## config.mk

```make
export PLATFORM = sky130hd
export DESIGN_NAME = mem_access_unit_flat
export DESIGN_NICKNAME = d
export VERILOG_FILES = /design/src/rtl/mem_access_unit_pkg.sv /design/src/rtl/mem_access_unit_if.sv /design/src/rtl/mem_access_unit_load_extend.sv /design/src/rtl/mem_access_unit.sv /design/src/flat_wrapper.sv
export SDC_FILE = /design/constraint.sdc
export NUM_CORES = 1
export LEC_CHECK = 0
export ABC_AREA = 1
export CAP_MARGIN = 20
export CORE_ASPECT_RATIO = 0.8
export CORE_MARGIN = 2
export CORE_UTILIZATION = 40
export DETAILED_ROUTE_END_ITERATION = 8
export PLACE_DENSITY = 0.82
export SYNTH_ARGS = -nofsm -noshare
export SYNTH_HDL_FRONTEND = slang
export SYNTH_SLANG_ARGS = --single-unit
```

## constraint.sdc

```tcl
create_clock -name clk -period 4.55 [get_ports clk]
set_input_delay 0.91 -clock clk [delete_from_list [all_inputs] [get_ports clk]]
set_output_delay 0.91 -clock clk [all_outputs]
set_load 0.1 [all_outputs]
```

## src/rtl/mem_access_unit_pkg.sv

```systemverilog
// Shared load/store control encodings and FSM state encodings for the MEM-stage access unit.
package mem_access_unit_pkg;

    localparam int MEM_TYPE_LEN  = 3;
    localparam int MEM_WRITE_LEN = 2;

    localparam logic [MEM_TYPE_LEN-1:0] MT_X  = 3'd0;
    localparam logic [MEM_TYPE_LEN-1:0] MT_B  = 3'd1;
    localparam logic [MEM_TYPE_LEN-1:0] MT_H  = 3'd2;
    localparam logic [MEM_TYPE_LEN-1:0] MT_W  = 3'd3;
    localparam logic [MEM_TYPE_LEN-1:0] MT_BU = 3'd5;
    localparam logic [MEM_TYPE_LEN-1:0] MT_HU = 3'd6;

    localparam logic [MEM_WRITE_LEN-1:0] M_X = 2'd0;
    localparam logic [MEM_WRITE_LEN-1:0] M_R = 2'd1;
    localparam logic [MEM_WRITE_LEN-1:0] M_W = 2'd2;

    typedef enum logic [1:0] {
        MAU_IDLE = 2'd0,
        MAU_BUS  = 2'd1,
        MAU_RESP = 2'd2
    } mau_state_e;

    typedef enum logic [1:0] {
        SZ_NONE = 2'd0,
        SZ_B    = 2'd1,
        SZ_H    = 2'd2,
        SZ_W    = 2'd3
    } mau_size_e;

    // Signed/unsigned variants collapse to the same access width.
    function automatic mau_size_e mt_size(input logic [MEM_TYPE_LEN-1:0] mt);
        mau_size_e sz;
        case (mt)
            MT_B, MT_BU: sz = SZ_B;
            MT_H, MT_HU: sz = SZ_H;
            MT_W:        sz = SZ_W;
            default:     sz = SZ_NONE;
        endcase
        return sz;
    endfunction

endpackage

```

## src/rtl/mem_access_unit_if.sv

```systemverilog
// Request/response handshake plus data-bus signals of the MEM-stage access unit.
interface mem_access_unit_if
    import mem_access_unit_pkg::*;
#(
    parameter int ADDR_WIDTH = 32
);
    logic                     req_valid;
    logic                     req_ready;
    logic [MEM_TYPE_LEN-1:0]  memory_type;
    logic [MEM_WRITE_LEN-1:0] memory_rw;
    logic [ADDR_WIDTH-1:0]    addr;
    logic [31:0]              wdata;
    logic                     resp_valid;
    logic                     resp_err;
    logic [31:0]              rdata;
    logic                     bus_req;
    logic                     bus_we;
    logic [ADDR_WIDTH-1:0]    bus_addr;
    logic [3:0]               bus_wstrb;
    logic [31:0]              bus_wdata;
    logic                     bus_ack;
    logic [31:0]              bus_rdata;

    modport slave (
        input  req_valid, memory_type, memory_rw, addr, wdata, bus_ack, bus_rdata,
        output req_ready, resp_valid, resp_err, rdata,
               bus_req, bus_we, bus_addr, bus_wstrb, bus_wdata
    );

    modport master (
        output req_valid, memory_type, memory_rw, addr, wdata, bus_ack, bus_rdata,
        input  req_ready, resp_valid, resp_err, rdata,
               bus_req, bus_we, bus_addr, bus_wstrb, bus_wdata
    );
endinterface

```

## src/rtl/mem_access_unit_load_extend.sv

```systemverilog
// Selects the addressed byte/half lane of a bus read word and sign- or zero-extends it.
module load_extend
    import mem_access_unit_pkg::*;
(
    input  logic [31:0]             i_rdata,
    input  logic [1:0]              i_addr,
    input  logic [MEM_TYPE_LEN-1:0] i_type,
    output logic [31:0]             o_data
);
    logic [7:0]  w_byte;
    logic [15:0] w_half;

    assign w_byte = i_rdata[{i_addr, 3'b000} +: 8];
    assign w_half = i_addr[1] ? i_rdata[31:16] : i_rdata[15:0];

    always_comb begin
        o_data = 32'd0;
        case (i_type)
            MT_B:    o_data = {{24{w_byte[7]}}, w_byte};
            MT_BU:   o_data = {24'd0, w_byte};
            MT_H:    o_data = {{16{w_half[15]}}, w_half};
            MT_HU:   o_data = {16'd0, w_half};
            MT_W:    o_data = i_rdata;
            default: o_data = 32'd0;
        endcase
    end
endmodule

```

## src/rtl/mem_access_unit.sv

```systemverilog
// MEM-stage data-memory responder: one access per handshake, word-aligned bus with strobes, bus timeout.
// Optional: define MEM_MISALIGN_TRAP_EN to error misaligned half/word accesses instead of truncating.
module mem_access_unit
    import mem_access_unit_pkg::*;
#(
    parameter int TIMEOUT_CYCLES = 16,
    parameter int ADDR_WIDTH     = 32
)(
    input  logic               clk,
    input  logic               reset,
    mem_access_unit_if.slave   mif
);
    localparam int CNT_W = (TIMEOUT_CYCLES > 1) ? $clog2(TIMEOUT_CYCLES + 1) : 1;
    localparam logic [CNT_W-1:0] CNT_LIM = CNT_W'(TIMEOUT_CYCLES);

    mau_state_e              r_state, w_state_nxt;
    logic [MEM_TYPE_LEN-1:0] r_type;
    logic [1:0]              r_lane;
    logic [ADDR_WIDTH-1:0]   r_bus_addr;
    logic                    r_we;
    logic [3:0]              r_wstrb;
    logic [31:0]             r_wdata;
    logic [CNT_W-1:0]        r_cnt, w_cnt_nxt, w_cnt_inc;
    logic                    r_err, w_err_nxt;
    logic [31:0]             r_rdata, w_rdata_nxt;

    mau_size_e   w_size;
    logic        w_is_st, w_nop, w_misalign, w_accept, w_timeout;
    logic [3:0]  w_strb;
    logic [31:0] w_bwdata, w_load_data;

    assign w_size   = mt_size(mif.memory_type);
    assign w_is_st  = (mif.memory_rw == M_W);
    assign w_nop    = ((mif.memory_rw != M_R) && !w_is_st) || (w_size == SZ_NONE);
    assign w_accept = mif.req_valid && (r_state == MAU_IDLE);

`ifdef MEM_MISALIGN_TRAP_EN
    assign w_misalign = ((w_size == SZ_H) && mif.addr[0]) ||
                        ((w_size == SZ_W) && (mif.addr[1:0] != 2'b00));
`else
    assign w_misalign = 1'b0;
`endif

    // Strobes and lane-replicated data; loads drive neither.
    always_comb begin
        w_strb   = 4'b0000;
        w_bwdata = 32'd0;
        if (w_is_st) begin
            case (w_size)
                SZ_B: begin
                    w_strb   = 4'b0001 << mif.addr[1:0];
                    w_bwdata = {4{mif.wdata[7:0]}};
                end
                SZ_H: begin
                    w_strb   = 4'b0011 << {mif.addr[1], 1'b0};
                    w_bwdata = {2{mif.wdata[15:0]}};
                end
                SZ_W: begin
                    w_strb   = 4'b1111;
                    w_bwdata = mif.wdata;
                end
                default: ;
            endcase
        end
    end

    load_extend u_load_extend (
        .i_rdata (mif.bus_rdata),
        .i_addr  (r_lane),
        .i_type  (r_type),
        .o_data  (w_load_data)
    );

    assign w_cnt_inc = r_cnt + 1'b1;
    assign w_timeout = (TIMEOUT_CYCLES != 0) && (w_cnt_inc == CNT_LIM);

    always_ff @(posedge clk or posedge reset) begin
        if (reset) r_state <= MAU_IDLE;
        else       r_state <= w_state_nxt;
    end

    always_comb begin
        w_state_nxt = r_state;
        w_cnt_nxt   = r_cnt;
        w_err_nxt   = r_err;
        w_rdata_nxt = r_rdata;
        case (r_state)
            MAU_IDLE: begin
                if (w_accept) begin
                    w_cnt_nxt = '0;
                    if (w_nop || w_misalign) begin
                        w_state_nxt = MAU_RESP;
                        w_err_nxt   = w_misalign;
                        w_rdata_nxt = 32'd0;
                    end else begin
                        w_state_nxt = MAU_BUS;
                    end
                end
            end
            MAU_BUS: begin
                // An ack in the final allowed cycle still wins over the timeout.
                if (mif.bus_ack) begin
                    w_state_nxt = MAU_RESP;
                    w_err_nxt   = 1'b0;
                    w_rdata_nxt = r_we ? 32'd0 : w_load_data;
                end else if (w_timeout) begin
                    w_state_nxt = MAU_RESP;
                    w_err_nxt   = 1'b1;
                    w_rdata_nxt = 32'd0;
                end else if (TIMEOUT_CYCLES != 0) begin
                    w_cnt_nxt = w_cnt_inc;
                end
            end
            MAU_RESP: w_state_nxt = MAU_IDLE;
            default:  w_state_nxt = MAU_IDLE;
        endcase
    end

    always_ff @(posedge clk or posedge reset) begin
        if (reset) begin
            r_type     <= MT_X;
            r_lane     <= 2'b00;
            r_bus_addr <= '0;
            r_we       <= 1'b0;
            r_wstrb    <= 4'b0000;
            r_wdata    <= 32'd0;
            r_cnt      <= '0;
            r_err      <= 1'b0;
            r_rdata    <= 32'd0;
        end else begin
            if (w_accept) begin
                r_type     <= mif.memory_type;
                r_lane     <= mif.addr[1:0];
                r_bus_addr <= {mif.addr[ADDR_WIDTH-1:2], 2'b00};
                r_we       <= w_is_st;
                r_wstrb    <= w_strb;
                r_wdata    <= w_bwdata;
            end
            r_cnt   <= w_cnt_nxt;
            r_err   <= w_err_nxt;
            r_rdata <= w_rdata_nxt;
        end
    end

    assign mif.req_ready  = (r_state == MAU_IDLE);
    assign mif.resp_valid = (r_state == MAU_RESP);
    assign mif.resp_err   = (r_state == MAU_RESP) && r_err;
    assign mif.rdata      = r_rdata;
    assign mif.bus_req    = (r_state == MAU_BUS);
    assign mif.bus_we     = r_we;
    assign mif.bus_addr   = r_bus_addr;
    assign mif.bus_wstrb  = r_wstrb;
    assign mif.bus_wdata  = r_wdata;
endmodule

```

## src/flat_wrapper.sv

```systemverilog
// flat-port wrapper written by rule: the top's interface ports become plain ports
module mem_access_unit_flat import mem_access_unit_pkg::*;
#(
    parameter int TIMEOUT_CYCLES = 16,
    parameter int ADDR_WIDTH     = 32
)
  (clk, reset, mif_req_valid, mif_memory_type, mif_memory_rw, mif_addr, mif_wdata, mif_bus_ack, mif_bus_rdata, mif_req_ready, mif_resp_valid, mif_resp_err, mif_rdata, mif_bus_req, mif_bus_we, mif_bus_addr, mif_bus_wstrb, mif_bus_wdata);
  mem_access_unit_if #(.ADDR_WIDTH(ADDR_WIDTH)) mif_i ();
  input  logic clk;
  input  logic reset;
  input wire logic [$bits(mif_i.req_valid)-1:0] mif_req_valid;
  input wire logic [$bits(mif_i.memory_type)-1:0] mif_memory_type;
  input wire logic [$bits(mif_i.memory_rw)-1:0] mif_memory_rw;
  input wire logic [$bits(mif_i.addr)-1:0] mif_addr;
  input wire logic [$bits(mif_i.wdata)-1:0] mif_wdata;
  input wire logic [$bits(mif_i.bus_ack)-1:0] mif_bus_ack;
  input wire logic [$bits(mif_i.bus_rdata)-1:0] mif_bus_rdata;
  output wire logic [$bits(mif_i.req_ready)-1:0] mif_req_ready;
  output wire logic [$bits(mif_i.resp_valid)-1:0] mif_resp_valid;
  output wire logic [$bits(mif_i.resp_err)-1:0] mif_resp_err;
  output wire logic [$bits(mif_i.rdata)-1:0] mif_rdata;
  output wire logic [$bits(mif_i.bus_req)-1:0] mif_bus_req;
  output wire logic [$bits(mif_i.bus_we)-1:0] mif_bus_we;
  output wire logic [$bits(mif_i.bus_addr)-1:0] mif_bus_addr;
  output wire logic [$bits(mif_i.bus_wstrb)-1:0] mif_bus_wstrb;
  output wire logic [$bits(mif_i.bus_wdata)-1:0] mif_bus_wdata;
  assign mif_i.req_valid = mif_req_valid;
  assign mif_i.memory_type = mif_memory_type;
  assign mif_i.memory_rw = mif_memory_rw;
  assign mif_i.addr = mif_addr;
  assign mif_i.wdata = mif_wdata;
  assign mif_i.bus_ack = mif_bus_ack;
  assign mif_i.bus_rdata = mif_bus_rdata;
  assign mif_req_ready = mif_i.req_ready;
  assign mif_resp_valid = mif_i.resp_valid;
  assign mif_resp_err = mif_i.resp_err;
  assign mif_rdata = mif_i.rdata;
  assign mif_bus_req = mif_i.bus_req;
  assign mif_bus_we = mif_i.bus_we;
  assign mif_bus_addr = mif_i.bus_addr;
  assign mif_bus_wstrb = mif_i.bus_wstrb;
  assign mif_bus_wdata = mif_i.bus_wdata;
  mem_access_unit #(.TIMEOUT_CYCLES(TIMEOUT_CYCLES), .ADDR_WIDTH(ADDR_WIDTH)) u_core (.clk(clk), .reset(reset), .mif(mif_i));
endmodule
```

# After elaboration in Yosys (flattened, before gate mapping)
# Index checks and enable logic that the tools add are counted.
dict set report totals {
  register_bits 112
}
dict set report op_classes {
  addsub 1
  eq_ne 23
  shift 3
  mux 27
  reduce_logical 13
}
# op count
set ops {}
lappend ops {{32-bit 2-to-1 mux} 6}
lappend ops {{32-bit one-hot mux with 5 select lines} 1}
lappend ops {{32-bit one-hot mux with 3 select lines} 1}
lappend ops {{32-bit one-hot mux with 2 select lines} 1}
lappend ops {{32-bit by 6-bit indexed part select with 8-bit output} 1}
lappend ops {{16-bit 2-to-1 mux} 1}
lappend ops {{5-bit 2-to-1 mux} 3}
lappend ops {{3-bit by 2-bit equality test with 1-bit output, second input constant} 4}
lappend ops {{3-bit equality test, second input constant} 4}
lappend ops {{4-bit one-hot mux with 3 select lines} 1}
lappend ops {{5-bit one-hot mux with 2 select lines} 1}
lappend ops {{2-bit equality test, second input constant} 4}
lappend ops {{2-bit 2-to-1 mux} 4}
lappend ops {{4-bit AND reduction} 2}
lappend ops {{3-bit by 1-bit equality test with 1-bit output, second input constant} 2}
lappend ops {{2-bit by 1-bit != test with 1-bit output, second input constant} 3}
lappend ops {{2-bit one-hot mux with 3 select lines} 1}
lappend ops {{5-bit by 1-bit adder with 5-bit output, second input constant} 1}
lappend ops {{5-bit equality test, second input constant} 1}
lappend ops {{2-bit by 1-bit equality test with 1-bit output, second input constant} 2}
lappend ops {{2-bit zero test} 2}
lappend ops {{1-bit 2-to-1 mux} 4}
lappend ops {{4-bit 2-to-1 mux} 1}
lappend ops {{2-bit != test, second input constant} 2}
lappend ops {{other kinds (11)} 14}

# Logic depth before layout (Yosys ltp)
# Gate-level depths: netlist of run 1.
dict set report depth {
  ltp_word 8
  depth_mapped 10
  mapped_depth_nobuf 9
}

# Modules after synthesis
# A second synthesis of run 1 with hierarchy kept.
dict set report unflattened {
  hier_cells 782
  area_unflattened_um2 5694.2
}
# mod n_inst cells_per_inst area_per_inst_um2 seq_area_each_um2
set modules_own_cells {}
lappend modules_own_cells {mem_access_unit 1 568 4745.8 2802.7}
lappend modules_own_cells {load_extend 1 214 948.4 0.0}

# Worst setup path before layout of run 1
# OpenSTA, ideal clock, no wires.
dict set report synth_path {
  kind {register -> output}
  start {reg u_core.r_state[1]}
  end {out mif_resp_valid}
  t_arrival_ns 1.745
  t_required_ns 3.640
  setup_slack_ns 1.895
  path_stages_with_launch 3
  n_path_buf 0
  cell_sequence {dfrtp_1 > inv_1 > nor2_1}
}
dict set report synth_via {
  elab_chain_len 1
}
# item line
set synth_lines {}
lappend synth_lines {{from (decl)} mem_access_unit.sv:16} ;# mau_state_e r_state, w_state_nxt;
lappend synth_lines {{from (signal assigned)} mem_access_unit.sv:79} ;# else r_state <= w_state_nxt;
lappend synth_lines {{2-bit equality test} mem_access_unit.sv:146} ;# assign mif.resp_valid = (r_state == MAU_RESP);
lappend synth_lines {{to (decl)} flat_wrapper.sv:19} ;# output wire logic [$bits(mif_i.resp_valid)-1:0] mif_resp_valid;
# No other way between the ends.

# Worst setup path after layout of run 1
dict set report layout_path {
  start {reg u_core.r_state[1]}
  end {out mif_bus_req}
}
dict set report layout_via {
  elab_chain_len 1
}
# item line
set layout_lines {}
lappend layout_lines {{2-bit by 1-bit equality test with 1-bit output} mem_access_unit.sv:149} ;# assign mif.bus_req = (r_state == MAU_BUS);
lappend layout_lines {{to (decl)} flat_wrapper.sv:22} ;# output wire logic [$bits(mif_i.bus_req)-1:0] mif_bus_req;
# No other way between the ends.

==> summary.json, run 1 <==
{
  "route.detailed.wl_per_inst": {"value": 15.1, "unit": "µm"},
  "peakVddDrop": {"value": 0.918, "unit": "mV"},
  "via_count_of_the_first_global_routing_pass": {"value": 5092},
  "critical_path_arrival": {"value": 2290, "unit": "ps"},
  "timing.critical_path.fanout_max": {"value": 10},
  "cts.root.buffer_cell": {"value": "clkbuf_16"},
  "avgSynthCellArea": {"value": 7.89, "unit": "µm²"},
  "placed_area": {"value": 7710, "unit": "µm²"},
  "post-synth-top-count-cell": {"value": "nand2_1"},
  "mappedNetlistArea": {"value": 5610, "unit": "µm²"},
  "min_period": {"value": 3200, "unit": "ps"},
  "cellLeakagePower": {"value": 3.94, "unit": "nW"},
  "grt_antenna_before_repair": {"value": 0},
  "num-nets-final": {"value": 1002},
  "fp-row-count": {"value": 38},
  "critical_path.reg2reg.endpoint": {"value": "u_core.mif.rdata[30]"},
  "r2r.worst_path.cells": {"value": 7},
  "cts_tree": {"value": "yes"},
  "netlist_top_cells_area": {"value": "dfrtp_1 50%, nand2_1 20%, nand3_1 4.2%, inv_1 3.3%, o21ai_0 3.1%"},
  "cap_viol_max_count": {"value": 0},
  "wl_met2": {"value": 7320, "unit": "µm"},
  "synth_top_cell_by_area": {"value": "dfrtp_1"},
  "worst-slew-pin-transition": {"value": 1020, "unit": "ps"},
  "yosys_most_used_dff": {"value": "dfrtp_1"},
  "port_buffers": {"value": 207},
  "worst-setup-path-type": {"value": "reg2out"},
  "synth.lib_cells_used.distinct": {"value": 35},
  "yosys_warning_count": {"value": 0},
  "rrSetupSlack": {"value": 2310, "unit": "ps"},
  "critical_path_required": {"value": 3640, "unit": "ps"},
  "synthDominantCellAreaShare": {"value": 0.500},
  "dp.final_hpwl": {"value": 11900, "unit": "µm"},
  "postCtsHoldBufs": {"value": 0},
  "residual_drc_count": {"value": 0},
  "worst_clock_skew": {"value": 10.0, "unit": "ps"},
  "power-per-cell-area": {"value": 681, "unit": "nW/µm²"},
  "wire_length_of_the_first_global_routing_pass": {"value": 25800, "unit": "µm"},
  "synth_seq_area_share": {"value": 0.500},
  "io_pins": {"value": 210},
  "final-setup-viol-count": {"value": 0},
  "min_to": {"value": "u_core.mif.rdata[16]"},
  "ctsResizeCount": {"value": 0},
  "synth_edf_count": {"value": 0},
  "timing.hold.worst.class": {"value": "reg2reg"},
  "reg2reg_from": {"value": "u_core.r_lane[1]"},
  "track_usage": {"value": 0.220},
  "startpoint_type": {"value": "register"},
  "floorplan.initialDensity": {"value": 0.411},
  "post-cts-setup-buffers": {"value": 0},
  "yosys-top-cells-count": {"value": "298 x nand2_1, 112 x dfrtp_1, 49 x inv_1"},
  "finalMaxSlewViolations": {"value": 0},
  "core_area": {"value": 13600, "unit": "µm²"},
  "maximum_number_of_pins_on_one_net_before_global_route_repair": {"value": 60},
  "timing.fmax": {"value": 313, "unit": "MHz"},
  "yosys_register_bits": {"value": 112},
  "wl_met3": {"value": 1340, "unit": "µm"},
  "drt_iter0_markers": {"value": 388},
  "topRoutingLayerUsed": {"value": "met4"},
  "cp_endpoint_kind": {"value": "output pin"},
  "via_count": {"value": 5341},
  "worstHoldPathCells": {"value": 2},
  "rsz0062_at_grt": {"value": "no"},
  "clk_transition_reported_paths": {"value": 70, "unit": "ps"},
  "chipHeight": {"value": 110, "unit": "µm"},
  "dieArea": {"value": 15000, "unit": "µm²"},
  "synthCells": {"value": 710},
  "gp_routability_congestion": {"value": 0.878},
  "layout.cells.non_filler": {"value": 1080},
  "average_vias_per_placed_instance": {"value": 4.95},
  "outcome": {"value": "finished, final reports clean"},
  "cts_made_buffers": {"value": 9},
  "die_w": {"value": 136, "unit": "µm"},
  "cts_max_level": {"value": 3},
  "holdCritStartpoint": {"value": "u_core.mif.rdata[16]"},
  "postRouteAntennaNets": {"value": 0},
  "firstDrtPassIters": {"value": 5},
  "dpl_cells": {"value": 1064},
  "min_period_over_period": {"value": 0.703},
  "power": {"value": 5.45, "unit": "mW"},
  "grt.overflow.total": {"value": 0},
  "wl_met1": {"value": 7230, "unit": "µm"},
  "async_s_r_ff_share_synth": {"value": 1.00},
  "route.final.wire_length": {"value": 16300, "unit": "µm"},
  "clock_sink_count": {"value": 112},
  "cts.path.max_buffers": {"value": 2},
  "tns": {"value": 0, "unit": "ps"},
  "area_delta_synth_final": {"value": 42.9, "unit": "%"},
  "final_area": {"value": 8010, "unit": "µm²"},
  "timing.final.hold_violations": {"value": 0},
  "layout-drive-gt1-share": {"value": 0.0700},
  "final.fill_count": {"value": 1213},
  "max_slew_margin": {"value": 0.315},
  "clkLatencyLatePin": {"value": 350, "unit": "ps"},
  "number_of_diodes": {"value": 0}
}
==> kinds of logic after synthesis <==
kind of cell / count (synthesis) / synth area share
and+or+nand+nor: 413 / 0.319
AOI/OAI and AO/OA: 89 / 0.0984
buffers and inverters: 92 / 0.0763
adders and majority gates: 2 / 0.00446
other: 1 / 0.000669
xor gates and xnor gates: 1 / 0.00156
DFF: 112 / 0.500
==> cell usage in the layout, fill, tap and decap left out, types with 2 or more instances in the layout <==
master	netlist	layout
nand2_2	23	23
o211ai_1	14	14
inv_2	4	4
nor2_4	3	3
o21ai_0	35	35
a31oi_1	4	4
ha_1	2	2
or2_2	7	7
conb_1	1	2
nand2_1	298	298
inv_6	0	2
a21oi_1	17	17
clkinv_2	0	2
nor2_1	20	20
inv_1	49	48
inv_4	1	2
buf_4	8	3
clkbuf_16	0	9
clkdlybuf4s50_1	0	207
dfrtp_1	112	112
nand3_4	2	2
nand4_1	9	9
nand3_1	47	47
a22o_1	16	16
==> metal layers <==
metal,vias to the layer above,track usage
li1,2621,-
met1,2491,0.294
met2,200,0.345
met3,29,0.0678
met4,0,0.0699
met5,-,0
==> area by class of cell <==
cell class	count	area, µm²	area share
Clock buffer	10	229	0.0286
Clock inverter	6	66.3	0.00828
Inverter	55	211	0.0264
Multi-Input combinational cell	507	2380	0.297
Sequential cell	112	2800	0.350
Tap cell	180	225	0.0281
Timing Repair Buffer	210	2090	0.262
==> report_power, final <==
| part | switching (mW) | leakage, nW | internal (mW) | total (mW) |
|---|---|---|---|---|
| Sequential | 0.196 | 1.49 | 1.24 | 1.44 |
| Clock | 0.368 | 0.147 | 0.431 | 0.799 |
| Combinational | 2.47 | 2.30 | 0.745 | 3.21 |
==> through the flow <==
stage | util | setup slack (ps) | hold slack, ps
2_1_floorplan | - | 681 | 435
3_3_place_gp | 0.565 | 1620 | 454
3_5_place_dp | 0.565 | 1520 | 461
4_1_cts | 0.587 | 1340 | 478
5_1_grt | 0.587 | 1260 | 490
6_report | 0.587 | 1350 | 477
==> worst max-delay path, cell delays in order (launching register included) <==
cell	delay [ps]
dfrtp_1	460
nor2_4	290
clkdlybuf4s50_1	1190
==> worst max-delay path by stage <==
stage,from,end,cells after the start
floorplan,reset,u_core.mif.bus_addr[10],1
CTS,u_core.r_state[1],mif_bus_req,2
finish,u_core.r_state[1],mif_bus_req,2
global route,u_core.r_state[0],mif_bus_req,3
detailed placement,mif_memory_type[0],u_core.mif.bus_wdata[31],7
global placement,mif_memory_type[0],u_core.mif.bus_wdata[28],7
==> state kept, by name (all words and copies together) (netlist names), 2 cells and up <==
name / flops
u_core.mif.bus_wdata: 32
u_core.mif.rdata: 32
u_core.mif.bus_addr: 30
u_core.r_cnt: 5
u_core.mif.bus_wstrb: 4
u_core.r_type: 3
u_core.r_lane: 2
u_core.r_state: 2
No activity file was read; power rests on OpenSTA's default activity.
==> run 2: changes to the inputs <==
clock period = 3.1 ns   (was 4.55 ns; I/O delays follow)
==> summary.json, run 2 (synthesized netlist as in run 1, its figures left out) <==
{
  "peakVddDrop": {"value": 1.40, "unit": "mV", "change": "was 0.918 mV"},
  "maximum_number_of_pins_on_one_net_before_global_route_repair": {"value": 42, "change": "was 60"},
  "power-per-cell-area": {"value": 1010, "unit": "nW/µm²", "change": "was 681 nW/µm²"},
  "grt.overflow.total": {"value": 0, "change": "unchanged"},
  "worst-setup-path-type": {"value": "in2reg", "change": "was reg2out"},
  "postRouteAntennaNets": {"value": 0, "change": "unchanged"},
  "clkLatencyLatePin": {"value": 340, "unit": "ps", "change": "was 350 ps"},
  "gp_routability_congestion": {"value": 0.843, "change": "was 0.878"},
  "area_delta_synth_final": {"value": 39.1, "unit": "%", "change": "was 42.9%"},
  "finalMaxSlewViolations": {"value": 0, "change": "unchanged"},
  "fp-row-count": {"value": 38, "change": "unchanged"},
  "hold_slack": {"value": 470, "unit": "ps", "change": "was 477 ps"},
  "clock_sink_count": {"value": 112, "change": "unchanged"},
  "holdCritStartpoint": {"value": "u_core.mif.rdata[19]", "change": "was u_core.mif.rdata[16]"},
  "track_usage": {"value": 0.218, "change": "was 0.220"},
  "final.fill_count": {"value": 1221, "change": "was 1,213"},
  "timing.fmax": {"value": 425, "unit": "MHz"},
  "worst_clock_skew": {"value": 8.70, "unit": "ps", "change": "was 10.0 ps"},
  "ctsResizeCount": {"value": 0, "change": "unchanged"},
  "power.sequential.fraction": {"value": 0.270, "change": "was 0.264"},
  "grt_antenna_before_repair": {"value": 0, "change": "unchanged"},
  "min_to": {"value": "u_core.mif.rdata[19]", "change": "was u_core.mif.rdata[16]"},
  "critical_path_required": {"value": 3330, "unit": "ps", "change": "was 3640 ps"},
  "multi_input_area": {"value": 2380, "unit": "µm²", "change": "unchanged"},
  "most-common-layout-cells": {"value": "298 x nand2_1, 112 x dfrtp_1, 108 x buf_4, 104 x clkdlybuf4s50_1, 48 x inv_1", "change": "was 298 x nand2_1, 207 x clkdlybuf4s50_1, 112 x dfrtp_1, 48 x inv_1, 47 x nand3_1"},
  "max_slew_margin": {"value": 0.379, "change": "was 0.315"},
  "power_frac_comb": {"value": 0.587, "change": "was 0.589"},
  "residual_drc_count": {"value": 0, "change": "unchanged"},
  "route.final.wire_length": {"value": 16100, "unit": "µm", "change": "was 16,300 µm"},
  "rsz0062_at_grt": {"value": "no", "change": "unchanged"},
  "cts_max_level": {"value": 3, "change": "unchanged"},
  "switching_share": {"value": 0.566, "change": "was 0.556"},
  "timing.final.hold_violations": {"value": 0, "change": "unchanged"},
  "net_switching_power_of_the_design": {"value": 4.44, "unit": "mW", "change": "was 3.03 mW"},
  "drt_iter0_markers": {"value": 386, "change": "was 388"},
  "via_count_of_the_first_global_routing_pass": {"value": 4993, "change": "was 5,092"},
  "layout-drive-gt1-share": {"value": 0.187, "change": "was 0.0700"},
  "dieArea": {"value": 15000, "unit": "µm²", "change": "unchanged"},
  "critical_path_arrival": {"value": 2580, "unit": "ps", "change": "was 2290 ps"},
  "layout.area.seq": {"value": 2800, "unit": "µm²", "change": "unchanged"},
  "final_common_cell": {"value": "nand2_1", "change": "unchanged"},
  "final-setup-viol-count": {"value": 0, "change": "unchanged"},
  "reg2reg_from": {"value": "u_core.r_lane[1]", "change": "unchanged"},
  "dp.final_hpwl": {"value": 11900, "unit": "µm", "change": "about the same"},
  "outcome": {"value": "finished, final reports clean", "change": "unchanged"},
  "cellLeakagePower": {"value": 4.14, "unit": "nW", "change": "was 3.94 nW"},
  "cap_viol_max_count": {"value": 0, "change": "unchanged"},
  "firstDrtPassIters": {"value": 5, "change": "unchanged"},
  "die_w": {"value": 136, "unit": "µm", "change": "unchanged"},
  "average_vias_per_placed_instance": {"value": 4.95, "change": "about the same"},
  "post-cts-setup-buffers": {"value": 0, "change": "unchanged"},
  "min_period_over_period": {"value": 0.758},
  "num-nets-final": {"value": 1006, "change": "was 1,002"},
  "internal-power": {"value": 3.41, "unit": "mW", "change": "was 2.42 mW"},
  "cts.path.max_buffers": {"value": 2, "change": "unchanged"},
  "worst-slew-pin-transition": {"value": 931, "unit": "ps", "change": "was 1020 ps"},
  "number_of_diodes": {"value": 0, "change": "unchanged"},
  "critical_path.reg2reg.endpoint": {"value": "u_core.mif.rdata[30]", "change": "unchanged"},
  "timing.critical_path.fanout_max": {"value": 34, "change": "was 10"},
  "route.detailed.wl_per_inst": {"value": 14.8, "unit": "µm", "change": "was 15.1 µm"},
  "io_pins": {"value": 210, "change": "unchanged"},
  "worstHoldPathCells": {"value": 2, "change": "unchanged"},
  "clk_transition_reported_paths": {"value": 70, "unit": "ps", "change": "about the same"},
  "cp_endpoint_kind": {"value": "register", "change": "was output pin"},
  "chipHeight": {"value": 110, "unit": "µm", "change": "unchanged"},
  "tns": {"value": 0, "unit": "ps", "change": "unchanged"},
  "cts_tree": {"value": "yes", "change": "unchanged"},
  "core_area": {"value": 13600, "unit": "µm²", "change": "unchanged"},
  "cts_made_buffers": {"value": 9, "change": "unchanged"},
  "port_buffers": {"value": 207, "change": "unchanged"},
  "cts.root.buffer_cell": {"value": "clkbuf_16", "change": "unchanged"},
  "postCtsHoldBufs": {"value": 0, "change": "unchanged"},
  "timing.hold.worst.class": {"value": "reg2reg", "change": "unchanged"},
  "startpoint_type": {"value": "input pin", "change": "was register"},
  "wire_length_of_the_first_global_routing_pass": {"value": 25500, "unit": "µm", "change": "was 25,800 µm"},
  "r2r.worst_path.cells": {"value": 7, "change": "unchanged"},
  "via_count": {"value": 5369, "change": "was 5,341"},
  "rrSetupSlack": {"value": 880, "unit": "ps", "change": "was 2310 ps"},
  "floorplan.initialDensity": {"value": 0.411, "change": "unchanged"},
  "min_period": {"value": 2350, "unit": "ps"},
  "clock_power_share": {"value": 0.144, "change": "was 0.147"}
}
-- run 2: changes by cell type in the layout (fill, tap and decap cells not counted), moves of 2 or more --
cell,before,now
buf_12,0,2
inv_6,2,0
clkdlybuf4s50_1,207,104
clkinv_2,2,0
clkinv_4,1,3
clkbuf_8,0,2
buf_4,3,108
-- run 2: stage by stage --
| stage | power [mW] | cells | worst slack [ps] | util | area (µm²) |
|---|---|---|---|---|---|
| after floorplan | 5.75 | 711 | 735 | - | 5610 |
| after global placement | 6.71 | 1068 | 494 | 0.550 | 7510 |
| after detailed placement | 6.75 | 1068 | 409 | 0.550 | 7510 |
| after CTS | 7.90 | 1084 | 769 | 0.571 | 7800 |
| after global routing | 8.25 | 1084 | 592 | 0.571 | 7800 |
| final | 7.85 | 1084 | 749 | 0.571 | 7800 |
-- run 2: worst max path at each step --
stage	slack, ps	from	end
floorplan	740	u_core.r_state[1]	mif_resp_valid
global placement	490	mif_memory_type[0]	u_core.mif.rdata[16]
detailed placement	410	mif_memory_type[0]	u_core.mif.rdata[15]
CTS	770	mif_memory_type[0]	u_core.mif.rdata[24]
global route	590	mif_memory_type[0]	u_core.mif.rdata[11]
finish	750	mif_memory_type[0]	u_core.mif.rdata[9]
-- run 2: power by group through the flow --
stage               clock (mW)  combinational [mW]  sequential (mW)
finish                    1.13                4.60             2.12
global route              1.22                4.86             2.17
CTS                       1.16                4.62             2.12
detailed placement           0                4.62             2.12
global placement             0                4.57             2.14
floorplan                    0                1.42             4.34
-- run 2: final cells by class --
cell class / instances / area share
clock buffers: 13 / 0.0334
clock inverters: 3 / 0.00337
inverters: 55 / 0.0273
multi-input cells: 507 / 0.305
flip-flops and latches: 112 / 0.359
well taps: 180 / 0.0289
repair buffers: 214 / 0.243
-- run 2: critical path, cell delays in order --
cell and delay [ps]:
clkdlybuf4s50_1 550, inv_1 120, nand2_1 290, nand3_1 180, nand2_1 180, nand3_4 380
nand2_1 190, nand2_1 60
-- run 2: metal layers --
metal,vias up,part of all wire,global-route usage
li1,2634,-,-
met1,2480,0.45,0.311
met2,237,0.45,0.325
met3,18,0.093,0.0622
met4,0,0.013,0.0625
met5,-,0,0
